===== src/rtl/fetch_pkg.sv =====
// Shared types and constants for the instruction-fetch stage.
package fetch_pkg;

    localparam int          WORD_LEN    = 32;
    localparam logic [31:0] NOP_INSTR   = 32'h0;
    localparam int          INSTR_BYTES = 4;

    typedef enum logic [1:0] {
        FETCH,
        HOLD,
        DRAIN
    } fetch_state_t;

endpackage


===== src/rtl/fetch_pc_reg.sv =====
// Next-fetch PC register with +4 incrementer and word-aligned redirect mux.
module fetch_pc_reg #(
    parameter int                   WORD_LEN = 32,
    parameter logic [WORD_LEN-1:0]  RESET_PC = '0
) (
    input  logic                clk,
    input  logic                rst,
    input  logic                advance_i,
    input  logic                redirect_i,
    input  logic [WORD_LEN-1:0] redirect_addr_i,
    input  logic [WORD_LEN-1:0] base_i,
    output logic [WORD_LEN-1:0] pc_o,
    output logic [WORD_LEN-1:0] base_plus4_o,
    output logic [WORD_LEN-1:0] target_o
);
    import fetch_pkg::INSTR_BYTES;

    logic [WORD_LEN-1:0] pc_d;
    logic [WORD_LEN-1:0] pc_q;

    // Wraps modulo 2^WORD_LEN; a redirect target is forced word-aligned.
    assign base_plus4_o = base_i + WORD_LEN'(INSTR_BYTES);
    assign target_o     = redirect_addr_i & ~WORD_LEN'(INSTR_BYTES - 1);
    assign pc_o         = pc_q;

    always_comb begin
        pc_d = pc_q;
        if (redirect_i) begin
            pc_d = target_o;
        end else if (advance_i) begin
            pc_d = base_plus4_o;
        end
    end

    always_ff @(posedge clk or posedge rst) begin
        if (rst) begin
            pc_q <= RESET_PC;
        end else begin
            pc_q <= pc_d;
        end
    end

endmodule


===== src/rtl/fetch_unit.sv =====
// Instruction-fetch stage: owns the PC, drives a variable-latency imem port and
// feeds IF2ID with {PC+4, instruction}, inserting NOP bubbles when no word is ready.
module fetch_unit #(
    parameter int                   WORD_LEN  = fetch_pkg::WORD_LEN,
    parameter logic [WORD_LEN-1:0]  RESET_PC  = '0,
    parameter logic [WORD_LEN-1:0]  NOP_INSTR = WORD_LEN'(fetch_pkg::NOP_INSTR)
) (
    input  logic                clk,
    input  logic                rst,
    input  logic                freeze,
    input  logic                branchTaken,
    input  logic [WORD_LEN-1:0] branchAddr,
    output logic                imemReq,
    output logic [WORD_LEN-1:0] imemAddr,
    input  logic                imemReady,
    input  logic [WORD_LEN-1:0] imemRdata,
    output logic [WORD_LEN-1:0] PC,
    output logic [WORD_LEN-1:0] instruction,
    output logic                valid,
    output logic                fetchStall
);
    import fetch_pkg::fetch_state_t;
    import fetch_pkg::FETCH;
    import fetch_pkg::HOLD;
    import fetch_pkg::DRAIN;

    fetch_state_t        state_q, state_d;
    logic [WORD_LEN-1:0] req_addr_q, req_addr_d;
    logic [WORD_LEN-1:0] hold_instr_q, hold_instr_d;
    logic [WORD_LEN-1:0] hold_pc_q, hold_pc_d;
    logic                active_q;

    logic                pc_advance;
    logic                pc_redirect;
    logic [WORD_LEN-1:0] pc_reg;
    logic [WORD_LEN-1:0] req_plus4;
    logic [WORD_LEN-1:0] branch_target;

    fetch_pc_reg #(
        .WORD_LEN (WORD_LEN),
        .RESET_PC (RESET_PC)
    ) u_pc_reg (
        .clk             (clk),
        .rst             (rst),
        .advance_i       (pc_advance),
        .redirect_i      (pc_redirect),
        .redirect_addr_i (branchAddr),
        .base_i          (req_addr_q),
        .pc_o            (pc_reg),
        .base_plus4_o    (req_plus4),
        .target_o        (branch_target)
    );

    assign imemAddr   = req_addr_q;
    assign fetchStall = !valid;

    // NOTE: every signal driven here gets a default first so no latch is inferred.
    always_comb begin
        state_d      = state_q;
        req_addr_d   = req_addr_q;
        hold_instr_d = hold_instr_q;
        hold_pc_d    = hold_pc_q;
        pc_advance   = 1'b0;
        pc_redirect  = 1'b0;
        imemReq      = 1'b0;
        valid        = 1'b0;
        instruction  = NOP_INSTR;
        PC           = '0;

        // The first request waits one cycle after reset release.
        if (active_q) begin
            unique case (state_q)
                FETCH: begin
                    imemReq = 1'b1;
                    if (imemReady && branchTaken) begin
                        pc_redirect = 1'b1;
                        req_addr_d  = branch_target;
                    end else if (imemReady) begin
                        valid       = 1'b1;
                        instruction = imemRdata;
                        PC          = req_plus4;
                        if (freeze) begin
                            hold_instr_d = imemRdata;
                            hold_pc_d    = req_plus4;
                            state_d      = HOLD;
                        end else begin
                            pc_advance = 1'b1;
                            req_addr_d = req_plus4;
                        end
                    end else if (branchTaken) begin
                        pc_redirect = 1'b1;
                        state_d     = DRAIN;
                    end
                end
                HOLD: begin
                    if (branchTaken) begin
                        pc_redirect = 1'b1;
                        req_addr_d  = branch_target;
                        state_d     = FETCH;
                    end else begin
                        valid       = 1'b1;
                        instruction = hold_instr_q;
                        PC          = hold_pc_q;
                        if (!freeze) begin
                            pc_advance = 1'b1;
                            req_addr_d = hold_pc_q;
                            state_d    = FETCH;
                        end
                    end
                end
                DRAIN: begin
                    // Old address stays on the bus until the stale response lands.
                    imemReq     = 1'b1;
                    pc_redirect = branchTaken;
                    if (imemReady) begin
                        req_addr_d = branchTaken ? branch_target : pc_reg;
                        state_d    = FETCH;
                    end
                end
                default: state_d = FETCH;
            endcase
        end
    end

    // NOTE: state registers use non-blocking assignment so all flops update together.
    always_ff @(posedge clk or posedge rst) begin
        if (rst) begin
            state_q      <= FETCH;
            req_addr_q   <= RESET_PC;
            hold_instr_q <= NOP_INSTR;
            hold_pc_q    <= '0;
            active_q     <= 1'b0;
        end else begin
            state_q      <= state_d;
            req_addr_q   <= req_addr_d;
            hold_instr_q <= hold_instr_d;
            hold_pc_q    <= hold_pc_d;
            active_q     <= 1'b1;
        end
    end

endmodule


===== config.mk =====
export PLATFORM = sky130hd
export DESIGN_NAME = fetch_unit
export DESIGN_NICKNAME = d
export VERILOG_FILES = /design/src/rtl/fetch_pkg.sv /design/src/rtl/fetch_pc_reg.sv /design/src/rtl/fetch_unit.sv
export SDC_FILE = /design/constraint.sdc
export NUM_CORES = 1
export LEC_CHECK = 0
export ABC_AREA = 1
export BUFFER_PORTS_ARGS = -buffer_cell sky130_fd_sc_hd__buf_2
export CAP_MARGIN = 20
export CELL_PAD_IN_SITES_DETAIL_PLACEMENT = 1
export CELL_PAD_IN_SITES_GLOBAL_PLACEMENT = 2
export CORE_MARGIN = 1
export CORE_UTILIZATION = 30
export DETAILED_ROUTE_END_ITERATION = 6
export MAX_ROUTING_LAYER = met4
export PLACE_DENSITY_LB_ADDON = 0.1
export SLEW_MARGIN = 10
export SYNTH_ARGS = -nofsm -noshare
export SYNTH_HDL_FRONTEND = slang
export SYNTH_SLANG_ARGS = --single-unit

===== constraint.sdc =====
create_clock -name clk -period 5.1 [get_ports clk]
set_input_delay 0.51 -clock clk [delete_from_list [all_inputs] [get_ports clk]]
set_output_delay 0.51 -clock clk [all_outputs]
set_load 0.03 [all_outputs]

==> summary.txt <==
Hold buffer count at cts - 0
Post-synthesis register bit count - 131
NumNets Final - 1425
Clk_skew - 11.6 ps
Reg clk slew, reported paths - 70 ps
# resized after CTS - 0
Detailed Place HPWL - 19800 µm
Pre-antenna DRT Iters - 7
Syn Std Cell Area - 8000 µm²
Setup TNS - 0 ps
Routed Antenna Nets - 0
CTS Root Cell - clkbuf_16
Die Wd - 165 µm
H-tree depth - 4
Worst R2R End - u_pc_reg.pc_o[25]
Worst reg2reg setup slack - 1940 ps
Async SR Flop Fraction - 100%
Tightest Pin Transition - 1050 ps
Net Count, Synth - 1291
Pin count of the biggest net entering global routing - 68
Fin crit share - 70.7%
R2R depth - 8
Worst hold path type - in -> async
Post-synth EDFFs - 0
All-Layer GR Usage - 23.5%
CTS tree - built
Commonest cells in the synthesized netlist - 499 x nand2_1, 131 x dfrtp_1, 123 x nor2_1
Pleak - 0.00480 µW
Cell count after placement - 1667
Post CTS Setup Buffer Count - 0
Clock Latency Late Sink - 430 ps
Pwr Total - 5980 µW
Die area - 27300 µm²
Run status - finished with violations
CP Class - reg -> out
First-pass GRT wire length - 47300 µm
Max Slew Vio Count - 0
FF-to-FF Start - state_q[0]
Worst Setup EP - instruction[25]
Initial antenna violation count - 2
CTS Buffer Depth - 2
Fmax - 0.277 GHz
Most common cell in the netlist - nand2_1
Top Usage Layer GRT - met2
VDD IR max - 0.309 mV
Top cells by area, synth - dfrtp_1 41%, nand2_1 23%, a21oi_1 7.5%
Via-to-Cell Ratio - 4.91
DRC Markers - 24
Synthesis-to-layout area growth - 21.4%
RePlAce Congestion - 0.768
Final non-filler cell total - 1702
Synth warn - 0
Max-slew headroom - 29.9%
Max-Cap Viols - 0
Syn Inst Count - 1217
Min Tclk post-route - 3600 ps
Clock sinks - 131
DR WL/cell - 17.5 µm
Worst setup SP type - register
Final setup fails - 0
Main synth FF type - dfrtp_1
Post-synthesis sequential area ratio - 41.0%
Yosys cell types - 35
Core ar. - 26100 µm²
Fillers - 3432
Multi-input gate area - 4120 µm²
Cell area power density - 616 nW/µm²
Clock buffer count from CTS - 17
Gr ovfl total - 0
GRT met2 Usage - 37.7%
Mapped Avg Cell Area - 6.57 µm²
Cell taking the most area after synthesis - dfrtp_1
Reg area - 3280 µm²
Initial drt markers - 402
CP endpoint kind - output port
Worst Path Arrival - 3090 ps
Critical Path Source - state_q[0]
Worst-path fanout max - 32
Req. time, crit path - 4590 ps
Final Hold Vio Count - 0
Share of cells above drive strength 1 - 16.8%
IO Port Bufs - 165
Total number of vias - 8357
Routing usage on met1 - 30.7%
Vias in the first global route - 8401
Row count - 59
Vert. Die Dim - 165 µm
Met3 Use GR - 4.17%
Ports - 168
Initial Util - 30.6%
Area share of the largest cell type after synthesis - 41.0%
RSZ-0062 raised after global routing - no
Final Routed Wirelength - 29800 µm
Failing checks - design-rule violations
[cell type report]
| type | count | area share [%] |
|---|---|---|
| flip-flops and latches | 131 | 33.8 |
| clock buffers | 17 | 4.38 |
| well taps | 335 | 4.32 |
| diodes | 3 | 0.0774 |
| inverters | 88 | 3.47 |
| multi-input cells | 935 | 42.5 |
| clock inverters | 15 | 1.99 |
| repair buffers | 178 | 9.52 |
[registers in the layout, indices dropped and copies added, names as in the netlist]
name           cells
state_q            2
hold_instr_q      32
hold_pc_q         32
imemAddr          32
u_pc_reg.pc_o     32
active_q           1
[per-layer routing]
metal | wire length, µm | part of all wire [%] | vias up
li1 | - | - | 4174
met1 | 14400 | 48 | 4009
met2 | 13900 | 47 | 152
met3 | 1140 | 3.8 | 22
met4 | 259 | 0.87 | 0
met5 | 0 | 0 | -
[kinds of logic after synthesis]
group	synth area share [%]
flops	41.0
buf+inv	7.72
xor+xnor	0.438
simple gates	34.0
fa+ha+maj	0.782
other cells	0.0469
compound gates	16.1
[per-stage QoR]
step	hold slack (ps)	area, µm²	setup slack (ps)	util, %
2_1_floorplan	449	8000	1090	-
3_5_place_dp	469	9080	1540	34.7
4_1_cts	193	9700	1460	37.1
6_report	156	9700	1500	37.1
3_3_place_gp	462	9080	1580	34.7
5_1_grt	230	9700	1260	37.1
[how the worst min path moves through the flow]
stage | depth (start not counted) | slack (ps) | endpoint
after floorplan | 2 | 450 | hold_instr_q[0]
after detailed placement | 2 | 470 | hold_instr_q[0]
after CTS | 2 | 190 | hold_instr_q[29]
after global placement | 2 | 460 | hold_instr_q[21]
after global routing | 2 | 230 | hold_instr_q[29]
final | 2 | 160 | hold_instr_q[29]
[layout by cell type, fill, tap and decap left out, types with 7 or more instances in the layout]
| cell type | count |
|---|---|
| nand2_1 | 498 |
| buf_2 | 165 |
| dfrtp_1 | 131 |
| nor2_1 | 121 |
| a21oi_1 | 120 |
| inv_1 | 79 |
| o21ai_0 | 58 |
| nand3_1 | 55 |
| o211ai_1 | 17 |
| clkbuf_16 | 17 |
| a31oi_1 | 14 |
| buf_4 | 13 |
| o22ai_1 | 8 |
| inv_6 | 8 |
| inv_2 | 7 |
[power breakdown]
group          internal, µW  total [µW]  leakage [µW]  switching, µW
Combinational           835        2720       0.00291           1890
Clock                   783        1330      0.000296            548
Sequential             1520        1930       0.00159            406
[critical path, stage by stage, from the launching register on]
cell and delay [ps]:
dfrtp_1 460, inv_1 120, ha_2 230, nand2_1 150, nor2_4 820, buf_4 400, nand2_1 80, a21oi_1 170
buf_2 230
No activity file was read; power rests on OpenSTA's default activity.
